## config.mk

```make
export PLATFORM = sky130hd
export DESIGN_NAME = alu_arbiter_flat
export DESIGN_NICKNAME = d
export VERILOG_FILES = /design/src/rtl/alu_arbiter_pkg.sv /design/src/rtl/alu_arbiter_if.sv /design/src/rtl/alu_arbiter_rr_arbiter.sv /design/src/rtl/alu_arbiter.sv /design/src/flat_wrapper.sv
export SDC_FILE = /design/constraint.sdc
export NUM_CORES = 1
export LEC_CHECK = 0
export ABC_AREA = 0
export CORE_MARGIN = 1.5
export CORE_UTILIZATION = 35
export CTS_BUF_LIST = sky130_fd_sc_hd__clkbuf_8
export DETAILED_ROUTE_END_ITERATION = 12
export PLACE_DENSITY = 0.75
export SKIP_CTS_REPAIR_TIMING = 1
export SLEW_MARGIN = 25
export SYNTH_ARGS = -nofsm -noshare
export SYNTH_HDL_FRONTEND = slang
export SYNTH_HIERARCHICAL = 1
export SYNTH_SLANG_ARGS = --single-unit
```

## constraint.sdc

```tcl
create_clock -name clk -period 4.1 [get_ports clk]
set_clock_uncertainty 0.15 [all_clocks]
set_input_delay 0.82 -clock clk [delete_from_list [all_inputs] [get_ports clk]]
set_output_delay 0.82 -clock clk [all_outputs]
set_load 0.005 [all_outputs]
```

## src/rtl/alu_arbiter_pkg.sv

```systemverilog
`default_nettype none
// ============================================================================
//  Module   : alu_pkg
//  Brief    : ALU opcode constants, arbiter state encoding and default width.
//  Revision : 1.0
// ============================================================================
package alu_pkg;

    localparam int ALU_WIDTH = 32;

    typedef logic [2:0] aluop_t;

    localparam aluop_t ALUOP_ADD     = 3'd0;
    localparam aluop_t ALUOP_SUB     = 3'd1;
    localparam aluop_t ALUOP_AND     = 3'd2;
    localparam aluop_t ALUOP_OR      = 3'd3;
    localparam aluop_t ALUOP_SLL     = 3'd4;
    localparam aluop_t ALUOP_SRL     = 3'd5;
    localparam aluop_t ALUOP_SLT     = 3'd6;
    localparam aluop_t ALUOP_ILLEGAL = 3'd7;

    localparam logic [1:0] ST_IDLE = 2'd0;
    localparam logic [1:0] ST_EXEC = 2'd1;
    localparam logic [1:0] ST_CAPT = 2'd2;
    localparam logic [1:0] ST_RESP = 2'd3;

endpackage
`default_nettype wire

```

## src/rtl/alu_arbiter_if.sv

```systemverilog
`default_nettype none
// ============================================================================
//  Module   : alu_arbiter_if
//  Brief    : Requester-side request/response bundle for alu_arbiter.
//  Revision : 1.0
// ============================================================================
interface alu_arbiter_if #(
    parameter int NREQ  = 2,
    parameter int WIDTH = alu_pkg::ALU_WIDTH
);
    logic [NREQ-1:0]       req_valid;
    logic [NREQ-1:0]       req_ready;
    logic [3*NREQ-1:0]     req_op;
    logic [WIDTH*NREQ-1:0] req_a;
    logic [WIDTH*NREQ-1:0] req_b;
    logic [NREQ-1:0]       rsp_valid;
    logic [NREQ-1:0]       rsp_ready;
    logic [WIDTH-1:0]      rsp_data;
    logic                  rsp_zero;
    logic                  rsp_err;

    modport master (
        output req_valid, req_op, req_a, req_b, rsp_ready,
        input  req_ready, rsp_valid, rsp_data, rsp_zero, rsp_err
    );

    modport slave (
        input  req_valid, req_op, req_a, req_b, rsp_ready,
        output req_ready, rsp_valid, rsp_data, rsp_zero, rsp_err
    );
endinterface
`default_nettype wire

```

## src/rtl/alu_arbiter_rr_arbiter.sv

```systemverilog
`default_nettype none
// ============================================================================
//  Module   : rr_arbiter
//  Brief    : Combinational round-robin pick: first request at or above ptr.
//  Revision : 1.0
// ============================================================================
module rr_arbiter #(
    parameter int NREQ = 2,
    parameter int IDXW = $clog2(NREQ)
) (
    input  logic [NREQ-1:0] req,
    input  logic [IDXW-1:0] ptr,
    output logic [NREQ-1:0] grant,
    output logic [IDXW-1:0] grant_idx,
    output logic            grant_any
);

    always_comb begin
        int k;
        k         = 0;
        grant     = '0;
        grant_idx = '0;
        grant_any = 1'b0;
        for (int off = 0; off < NREQ; off++) begin
            k = int'(ptr) + off;
            if (k >= NREQ) begin
                k = k - NREQ;
            end
            if (!grant_any && req[k]) begin
                grant_any = 1'b1;
                grant_idx = IDXW'(k);
                grant[k]  = 1'b1;
            end
        end
    end

endmodule
`default_nettype wire

```

## src/rtl/alu_arbiter.sv

```systemverilog
`default_nettype none
// ============================================================================
//  Module   : alu_arbiter
//  Brief    : Round-robin sharing of one registered ALU among NREQ requesters.
//             Optional per-requester response counters: ALU_ARB_PERF_EN.
//  Revision : 1.0
// ============================================================================
module alu_arbiter
    import alu_pkg::*;
#(
    parameter int NREQ  = 2,
    parameter int WIDTH = ALU_WIDTH
) (
    input  logic               clk,
    input  logic               rst_n,
    alu_arbiter_if.slave       bus,
    output logic [WIDTH-1:0]   alu_in1,
    output logic [WIDTH-1:0]   alu_in2,
    output logic [2:0]         alu_op,
    input  logic [WIDTH-1:0]   alu_out,
    input  logic               alu_zero,
`ifdef ALU_ARB_PERF_EN
    output logic [32*NREQ-1:0] grant_cnt,
`endif
    output logic               busy
);

    localparam int IDXW = $clog2(NREQ);

    logic [1:0]       state_q,    state_d;
    logic [IDXW-1:0]  rr_ptr_q,   rr_ptr_d;
    logic [IDXW-1:0]  grant_q,    grant_d;
    logic [WIDTH-1:0] alu_in1_q,  alu_in1_d;
    logic [WIDTH-1:0] alu_in2_q,  alu_in2_d;
    logic [2:0]       alu_op_q,   alu_op_d;
    logic [WIDTH-1:0] rsp_data_q, rsp_data_d;
    logic             rsp_zero_q, rsp_zero_d;
    logic             rsp_err_q,  rsp_err_d;

    logic [NREQ-1:0]  gnt_vec;
    logic [IDXW-1:0]  gnt_idx;
    logic             gnt_any;
    logic [2:0]       sel_op;
    logic [WIDTH-1:0] sel_a;
    logic [WIDTH-1:0] sel_b;

`ifdef ALU_ARB_PERF_EN
    logic [31:0] cnt_q [NREQ];
    logic [31:0] cnt_d [NREQ];
`endif

    rr_arbiter #(
        .NREQ (NREQ),
        .IDXW (IDXW)
    ) u_rr (
        .req       (bus.req_valid),
        .ptr       (rr_ptr_q),
        .grant     (gnt_vec),
        .grant_idx (gnt_idx),
        .grant_any (gnt_any)
    );

    assign sel_op = bus.req_op[3*int'(gnt_idx) +: 3];
    assign sel_a  = bus.req_a[WIDTH*int'(gnt_idx) +: WIDTH];
    assign sel_b  = bus.req_b[WIDTH*int'(gnt_idx) +: WIDTH];

    always_comb begin
        state_d    = state_q;
        rr_ptr_d   = rr_ptr_q;
        grant_d    = grant_q;
        alu_in1_d  = alu_in1_q;
        alu_in2_d  = alu_in2_q;
        alu_op_d   = alu_op_q;
        rsp_data_d = rsp_data_q;
        rsp_zero_d = rsp_zero_q;
        rsp_err_d  = rsp_err_q;
`ifdef ALU_ARB_PERF_EN
        cnt_d      = cnt_q;
`endif
        case (state_q)
            ST_IDLE: begin
                if (gnt_any) begin
                    grant_d = gnt_idx;
                    // Illegal ops bypass the ALU so its inputs keep the last legal launch.
                    if (sel_op == ALUOP_ILLEGAL) begin
                        rsp_data_d = '0;
                        rsp_zero_d = 1'b0;
                        rsp_err_d  = 1'b1;
                        state_d    = ST_RESP;
                    end else begin
                        alu_in1_d  = sel_a;
                        alu_in2_d  = sel_b;
                        alu_op_d   = sel_op;
                        rsp_err_d  = 1'b0;
                        state_d    = ST_EXEC;
                    end
                end
            end
            ST_EXEC: begin
                state_d = ST_CAPT;
            end
            ST_CAPT: begin
                rsp_data_d = alu_out;
                rsp_zero_d = alu_zero;
                state_d    = ST_RESP;
            end
            ST_RESP: begin
                if (bus.rsp_ready[grant_q]) begin
                    state_d  = ST_IDLE;
                    rr_ptr_d = (int'(grant_q) == NREQ - 1) ? '0 : grant_q + 1'b1;
`ifdef ALU_ARB_PERF_EN
                    cnt_d[grant_q] = cnt_q[grant_q] + 32'd1;
`endif
                end
            end
            default: begin
                state_d = ST_IDLE;
            end
        endcase
    end

    always_ff @(posedge clk) begin
        if (!rst_n) begin
            state_q    <= ST_IDLE;
            rr_ptr_q   <= '0;
            grant_q    <= '0;
            alu_in1_q  <= '0;
            alu_in2_q  <= '0;
            alu_op_q   <= '0;
            rsp_data_q <= '0;
            rsp_zero_q <= 1'b0;
            rsp_err_q  <= 1'b0;
`ifdef ALU_ARB_PERF_EN
            for (int i = 0; i < NREQ; i++) begin
                cnt_q[i] <= '0;
            end
`endif
        end else begin
            state_q    <= state_d;
            rr_ptr_q   <= rr_ptr_d;
            grant_q    <= grant_d;
            alu_in1_q  <= alu_in1_d;
            alu_in2_q  <= alu_in2_d;
            alu_op_q   <= alu_op_d;
            rsp_data_q <= rsp_data_d;
            rsp_zero_q <= rsp_zero_d;
            rsp_err_q  <= rsp_err_d;
`ifdef ALU_ARB_PERF_EN
            cnt_q      <= cnt_d;
`endif
        end
    end

    generate
        for (genvar i = 0; i < NREQ; i++) begin : g_hs
            assign bus.req_ready[i] = (state_q == ST_IDLE) && gnt_vec[i];
            assign bus.rsp_valid[i] = (state_q == ST_RESP) && (int'(grant_q) == i);
        end
`ifdef ALU_ARB_PERF_EN
        for (genvar i = 0; i < NREQ; i++) begin : g_cnt
            assign grant_cnt[32*i +: 32] = cnt_q[i];
        end
`endif
    endgenerate

    assign bus.rsp_data = rsp_data_q;
    assign bus.rsp_zero = rsp_zero_q;
    assign bus.rsp_err  = rsp_err_q;
    assign alu_in1      = alu_in1_q;
    assign alu_in2      = alu_in2_q;
    assign alu_op       = alu_op_q;
    assign busy         = (state_q != ST_IDLE);

endmodule
`default_nettype wire
```

## src/flat_wrapper.sv

```systemverilog
// flat-port wrapper written by rule: the top's interface ports become plain ports
module alu_arbiter_flat import alu_pkg::*;
#(
    parameter int NREQ  = 2,
    parameter int WIDTH = ALU_WIDTH
)
  (clk, rst_n, alu_in1, alu_in2, alu_op, alu_out, alu_zero, busy, bus_req_valid, bus_req_op, bus_req_a, bus_req_b, bus_rsp_ready, bus_req_ready, bus_rsp_valid, bus_rsp_data, bus_rsp_zero, bus_rsp_err);
  alu_arbiter_if #(.NREQ(NREQ), .WIDTH(WIDTH)) bus_i ();
  input  logic clk;
  input  logic rst_n;
  output logic [WIDTH-1:0] alu_in1;
  output logic [WIDTH-1:0] alu_in2;
  output logic [2:0] alu_op;
  input  logic [WIDTH-1:0] alu_out;
  input  logic alu_zero;
  output logic busy;
  input wire logic [$bits(bus_i.req_valid)-1:0] bus_req_valid;
  input wire logic [$bits(bus_i.req_op)-1:0] bus_req_op;
  input wire logic [$bits(bus_i.req_a)-1:0] bus_req_a;
  input wire logic [$bits(bus_i.req_b)-1:0] bus_req_b;
  input wire logic [$bits(bus_i.rsp_ready)-1:0] bus_rsp_ready;
  output wire logic [$bits(bus_i.req_ready)-1:0] bus_req_ready;
  output wire logic [$bits(bus_i.rsp_valid)-1:0] bus_rsp_valid;
  output wire logic [$bits(bus_i.rsp_data)-1:0] bus_rsp_data;
  output wire logic [$bits(bus_i.rsp_zero)-1:0] bus_rsp_zero;
  output wire logic [$bits(bus_i.rsp_err)-1:0] bus_rsp_err;
  assign bus_i.req_valid = bus_req_valid;
  assign bus_i.req_op = bus_req_op;
  assign bus_i.req_a = bus_req_a;
  assign bus_i.req_b = bus_req_b;
  assign bus_i.rsp_ready = bus_rsp_ready;
  assign bus_req_ready = bus_i.req_ready;
  assign bus_rsp_valid = bus_i.rsp_valid;
  assign bus_rsp_data = bus_i.rsp_data;
  assign bus_rsp_zero = bus_i.rsp_zero;
  assign bus_rsp_err = bus_i.rsp_err;
  alu_arbiter #(.NREQ(NREQ), .WIDTH(WIDTH)) u_core (.clk(clk), .rst_n(rst_n), .bus(bus_i), .alu_in1(alu_in1), .alu_in2(alu_in2), .alu_op(alu_op), .alu_out(alu_out), .alu_zero(alu_zero), .busy(busy));
endmodule
```

==> results of run 1 <==
stage by stage:
| stage | cell area [µm²] | total power, mW | std cells |
|---|---|---|---|
| after floorplan | 5560 | 2.63 | 558 |
| after global placement | 8440 | 3.70 | 986 |
| after detailed placement | 8440 | 3.77 | 986 |
| after CTS | 8660 | 4.47 | 1002 |
| after global routing | 8660 | 4.71 | 1002 |
| final | 8660 | 4.45 | 1002 |
registers in the layout, summed over array words and instances, names as in the netlist:
| signal | flops |
|---|---|
| u_core/alu_in1 | 32 |
| u_core/alu_in2 | 32 |
| u_core/bus.rsp_data | 32 |
| u_core/alu_op | 3 |
| u_core/state_q | 2 |
| u_core/bus.rsp_err | 1 |
| u_core/bus.rsp_zero | 1 |
| u_core/grant_q | 1 |
| u_core/rr_ptr_q | 1 |
power breakdown:
part           total (mW)  switching [mW]  internal, mW
sequential           1.57           0.218          1.35
combinational        2.19           0.984          1.20
clock               0.694           0.363         0.332
metal layers:
metal	vias up	share of wire, %	track usage [%]
met5	-	0	0
met1	2684	41	26.8
met2	296	48	36.9
met3	24	9.2	5.37
met4	0	1.9	8.13
li1	2640	-	-
path summary, 6_finish.rpt:
check               startpoint  depth (start not counted)  slack [ns]            endpoint
max           bus_req_valid[0]                          4        0.88    bus_req_ready[0]
min           u_core/alu_op[0]                          1        0.33    u_core/alu_op[0]
max reg2reg  u_core/state_q[0]                          6        1.65  u_core/alu_in2[17]
min reg2reg   u_core/alu_op[0]                          1        0.33    u_core/alu_op[0]
cells by family (layout without fill, tap and decap cells):
logic type	after synthesis	count (layout)	share of synthesized area (%)
buffers and inverters	79	312	6.43
muxes	70	70	12.6
AOI/OAI and AO/OA	182	182	32.7
DFF	105	105	37.8
and+or+nand+nor	118	118	9.56
adders and majority gates	4	4	0.900
synthesized netlist by cell type, drive strengths merged, types with 3 or more instances:
library cell    n
dfxtp         105
mux2i          70
nand2          69
o221a          64
clkbuf         47
a22oi          33
nand3          33
o211ai         33
o221ai         33
buf            26
a21oi           6
inv             6
and2            4
ha              4
o21a            4
a21boi          3
nor2b           3
final cells by class:
type	instances	area share, %
Clock buffer	12	1.91
Clock inverter	4	0.578
Inverter	6	0.260
Multi-Input combinational cell	374	36.2
Sequential cell	105	24.3
Tap cell	211	3.05
Timing Repair Buffer	290	33.7
==> metrics.md, run 1 <==
| Metric | Value |
|---|---|
| TritonCTS clock tree | done |
| Critical path endpoint category | output pin |
| PD cells | roughly 510 nW/µm² |
| Top post-synthesis cells by area | dfxtp_1 (38%), o221a_1 (13%), mux2i_1 (13%), o221ai_2 (8.1%), nand2_1 (4.7%) |
| Worst Path Max Fanout | 4 |
| #FFs+latches synth | about 110 |
| Syn_nets | approximately 740 |
| VDD IR max | 0.258 mV |
| Post-synth top area share | a little under two fifths |
| CP max-delay cell | clkdlybuf4s50_1 |
| CP cell instances | clkdlybuf4s50_1, a21boi_0, and2_1, clkdlybuf4s50_1 |
| Worst Path Required | around 3.1 ns |
| Gpl congestion | just over 0.8 |
| DRC | 0 |
| H-Tree Depth | 3 |
| Cells after synthesis | 558 |
| GRT overflow | 0 |
| Max_slew headroom | between 20 and 30% |
| Top_reg_cell synth | dfxtp_1 |
| DRT antenna net count | 0 |
| Clk root buf | clkbuf_8 |
| Cell row count | 45 |
| Initial antenna violation count | 0 |
| Skew-Pair Late Insertion Delay | around 0.37 ns |
| Detailed Place HPWL | about 13000 µm |
| TritonCTS Buffers | 9 |
| Leading area contributor after synthesis | dfxtp_1 |
| Largest net degree at the start of global routing | 101 |
| Delay of the slowest critical-path stage | 0.59 ns |
| Core area | around 15000 µm² |
| Worst Hold Class | reg -> reg |
| Average size of a mapped cell | ~10 µm² |
| Post-synth EDFFs | 0 |
| Routed WL | 19100 µm |
| Worst Setup Path Type | in -> out |
| CP delay by family, top | buffers and inverters |
| Yosys warns | 6 |
| IO buf count | ~280 |
| Final hold violation count | 0 |
| Initial drt markers | 407 |
| Clock sinks | about 110 |
| Worst-path clk slew | around 0.1 ns |
| Pins Over Slew Limit | 0 |
| Mapped cell area | between 5000 and 6000 µm² |
| Vias per cell | between 5 and 6 |
| Die width | 129 µm |
| Initial Utilization | a little over a third |
| Status | completed |
| Hold slack | 0.328 ns |
| CTS max path bufs | 2 |
| Area of the die | 16700 µm² |
| Vias | approximately 5600 |
| Antenna diodes | 0 |
| First-pass GRT wire length | 28800 µm |
| Max-cap viol count | 0 |
| Synth unique cells | 33 |
| # setup viols final | 0 |
| Most common cell after layout, fill and taps aside | clkdlybuf4s50_1 |
| CP Launch Type | input pin |
| Crit path DAT | around 2.3 ns |
| I/O pin cnt | 279 |
| Finished Core Util | 56.3% |
| Gr usage total | about 22% |
| Final worst slack | between 0.8 and 0.9 ns |
| Fraction of layout cells with a size suffix above 1 | 8.47% |
| Most frequent cells in the layout | clkdlybuf4s50_1 (277), dfxtp_1 (105), nand2_1 (69), mux2i_1 (69), o221a_1 (64) |
| Tightest Pin Transition | approximately 1.1 ns |
| Nets | slightly below 1000 |
| Final Cycle Share | between 70% and 80% |
| Fmax | a little over 0.3 GHz |
| P&R area growth vs syn | 55.6% |
| First-pass detailed-route iteration total | 5 |
| Dpl ws | around 0.81 ns |
| Buf/Inv on CP | 2 |
| Area of the multi-input gates | around 3100 µm² |
| Die height | around 130 µm |
| Fin Setup TNS | 0 ns |
| # fillers | about 1300 |
| WL per Instance | around 19 µm |
| Vias in the first global route | roughly 5500 |
| RSZ-0062 raised after global routing | false |
| Leakage | approximately 3 nW |
| Period minus WS final | around 3.2 ns |
| Async SR Flop Fraction | 0% |
| Part of the Yosys area used for sequential elements | ~38% |
| Register area | 2100 µm² |
| Critical path's most frequent cell | clkdlybuf4s50_1 |
No activity file was read; power rests on OpenSTA's default activity.
==> run 2, diff against run 1 <==
--- a/config.mk
+++ b/config.mk
@@ -10,7 +10,7 @@
 export CORE_UTILIZATION = 35
 export CTS_BUF_LIST = sky130_fd_sc_hd__clkbuf_8
 export DETAILED_ROUTE_END_ITERATION = 12
-export PLACE_DENSITY = 0.75
+export PLACE_DENSITY = 0.78
 export SKIP_CTS_REPAIR_TIMING = 1
 export SLEW_MARGIN = 25
 export SYNTH_ARGS = -nofsm -noshare
==> constraint.sdc (replaced) <==
create_clock -name clk -period 2.6 [get_ports clk]
set_clock_uncertainty 0.15 [all_clocks]
set_input_delay 0.52 -clock clk [delete_from_list [all_inputs] [get_ports clk]]
set_output_delay 0.52 -clock clk [all_outputs]
set_load 0.005 [all_outputs]
==> run 2 against run 1 <==
Effect of this change:
- first-iteration DRC count up 16%
- hold slack worse by 0.0050 ns
- wire length shrank 0.99%
- sequential power up 56%
- largest power group unchanged
- setup slack worse by 0.83 ns
- largest cell class unchanged
- final cell count grew 1.4%
- global-route usage rose by 0.53 points
- register-to-register slack got worse by 1.0 ns
- sequential cell count unchanged
- critical path depth is the same
==> metrics.md, run 2 (same netlist as run 1, synthesis figures left out) <==
| Metric | Value |
|---|---|
| Status | completed (unchanged) |
| Gr usage total | 22.3% (was 21.8%) |
| Critical path endpoint category | output pin (unchanged) |
| Antenna diodes | 0 (unchanged) |
| Detailed Place HPWL | 13400 µm (about the same) |
| Initial drt markers | 473 (was 407) |
| Vias | 5557 (was 5644) |
| Worst Path Required | 1.93 ns (was 3.13 ns) |
| PD cells | 811 nW/µm² (was 514 nW/µm²) |
| # setup viols final | 0 (unchanged) |
| TritonCTS clock tree | done (unchanged) |
| I/O pin cnt | 279 (unchanged) |
| Largest net degree at the start of global routing | 69 (was 101) |
| Pins Over Slew Limit | 0 (unchanged) |
| Final Cycle Share | between 90% and 100% |
| Placed cell count | 1000 (was 986) |
| CTS max path bufs | 2 (unchanged) |
| TritonCTS Buffers | 9 (unchanged) |
| Gpl congestion | 0.800 (was 0.815) |
| H-Tree Depth | 3 (unchanged) |
| Cell row count | 45 (unchanged) |
| Routed WL | 18900 µm (was 19100 µm) |
| First-pass GRT wire length | 29300 µm (was 28800 µm) |
| Skew-Pair Late Insertion Delay | 0.37 ns (about the same) |
| Fraction of layout cells with a size suffix above 1 | 9.94% (was 8.47%) |
| Most common cell after layout, fill and taps aside | clkdlybuf4s50_1 (unchanged) |
| GRT overflow | 0 (unchanged) |
| Area of the die | 16700 µm² (unchanged) |
| Leakage | 3.13 nW (was 3.00 nW) |
| Worst Hold Class | reg -> reg (unchanged) |
| Initial Utilization | 36.2% (unchanged) |
| Internal cell power | 4.73 mW (was 2.89 mW) |
| Psw | 2.46 mW (was 1.56 mW) |
| Worst Setup Path Type | in -> out (unchanged) |
| Design area | 8860 µm² (was 8660 µm²) |
| Period minus WS final | 2.54 ns |
| Power, Total | 7.19 mW (was 4.45 mW) |
| Sequential Power Share | 34.1% (was 35.2%) |
| Vias per cell | 5.47 (was 5.63) |
| Hold wc startpoint | u_core/alu_op[0] (unchanged) |
| P&R area growth vs syn | 59.4% (was 55.6%) |
| Dpl ws | -0.147 ns (was 0.812 ns) |
| Crit path launch | bus_req_valid[1] (was bus_req_valid[0]) |
| DRC | 0 (unchanged) |
| CP Launch Type | input pin (unchanged) |
| Hold Path Cell Cnt | 1 (unchanged) |
| Placed Area | 8640 µm² (was 8440 µm²) |
| RSZ-0062 raised after global routing | false (unchanged) |
| Clock sinks | 105 (unchanged) |
| VDD IR max | 0.537 mV (was 0.258 mV) |
| IO buf count | 278 (unchanged) |
| Max-cap viol count | 0 (unchanged) |
| Fmax | 0.393 GHz |
| Clk root buf | clkbuf_8 (unchanged) |
| Die height | 129 µm (unchanged) |
| Vias in the first global route | 5395 (was 5493) |
| R2r startpoint | u_core/rr_ptr_q (was u_core/state_q[0]) |
| Worst-path clk slew | 0.09 ns (was 0.10 ns) |
| WL per Instance | 18.6 µm (was 19.0 µm) |
| Final worst slack | 0.0562 ns (was 0.884 ns) |
| Cell count of the worst reg-to-reg path | 6 (unchanged) |
| Die width | 129 µm (unchanged) |
| Core area | 15400 µm² (unchanged) |
| Worst Path Max Fanout | 4 (unchanged) |
| Logic gate share of total power | 50.1% (was 49.2%) |
| First-pass detailed-route iteration total | 5 (unchanged) |
| Switching Fraction | 34.2% (was 35.2%) |
| Most frequent cells in the layout | clkdlybuf4s50_1 (276), dfxtp_1 (104), nand2_1 (69), mux2i_1 (69), o221a_1 (64) (was clkdlybuf4s50_1 (277), dfxtp_1 (105), nand2_1 (69), mux2i_1 (69), o221a_1 (64)) |
| Tightest Pin Transition | 0.393 ns (was 1.06 ns) |
| R2r setup slk | 0.63 ns (was 1.65 ns) |
| Clock group share of total power | 15.9% (was 15.6%) |
| Max_slew headroom | 73.8% (was 29.3%) |
| Crit path DAT | 1.87 ns (was 2.25 ns) |
| Nets | 977 (was 963) |
| Fin Setup TNS | 0 ns (unchanged) |
| Final hold violation count | 0 (unchanged) |
| Final cell count without fillers | 1016 (was 1002) |
| Initial antenna violation count | 1 (was 0) |
| DRT antenna net count | 0 (unchanged) |
-- run 2: final cells by class --
class | instances | area, µm²
well taps | 211 | 264
clock inverters | 6 | 82.6
clock buffers | 10 | 138
inverters | 6 | 22.5
multi-input cells | 374 | 3140
repair buffers | 304 | 3120
flip-flops and latches | 105 | 2100
fillers | 1372 | 6510
-- run 2: path summary, 6_finish.rpt --
kind,end
max reg2reg,u_core/alu_in1[22]
min,u_core/alu_op[0]
max,bus_req_ready[0]
min reg2reg,u_core/alu_op[0]
-- run 2: power groups by stage --
stage / combinational [mW] / sequential [mW] / clock [mW]
CTS: 3.63 / 2.45 / 1.19
global placement: 3.58 / 2.46 / 0
floorplan: 1.67 / 2.48 / 0
global route: 3.88 / 2.52 / 1.23
finish: 3.60 / 2.45 / 1.14
detailed placement: 3.62 / 2.48 / 0
-- run 2: critical path, cell delays in order --
cell             delay (ns)
clkdlybuf4s50_1        0.45
a21boi_1               0.20
and2_1                 0.18
clkdlybuf4s50_1        0.52
-- run 2: metal layers --
layer	vias to the layer above	track usage (%)	part of all wire, %
met4	2	7.73	2.3
met3	31	6.19	8.6
li1	2663	-	-
met1	2656	26.8	41
met5	-	0	0.090
met2	205	38.3	48
-- run 2: stage by stage --
| stage | util, % | hold WS [ns] |
|---|---|---|
| after global placement | 56.2 | 0.297 |
| final | 57.7 | 0.323 |
| after floorplan | - | 0.315 |
| after detailed placement | 56.2 | 0.302 |
| after CTS | 57.6 | 0.326 |
| after global routing | 57.7 | 0.350 |
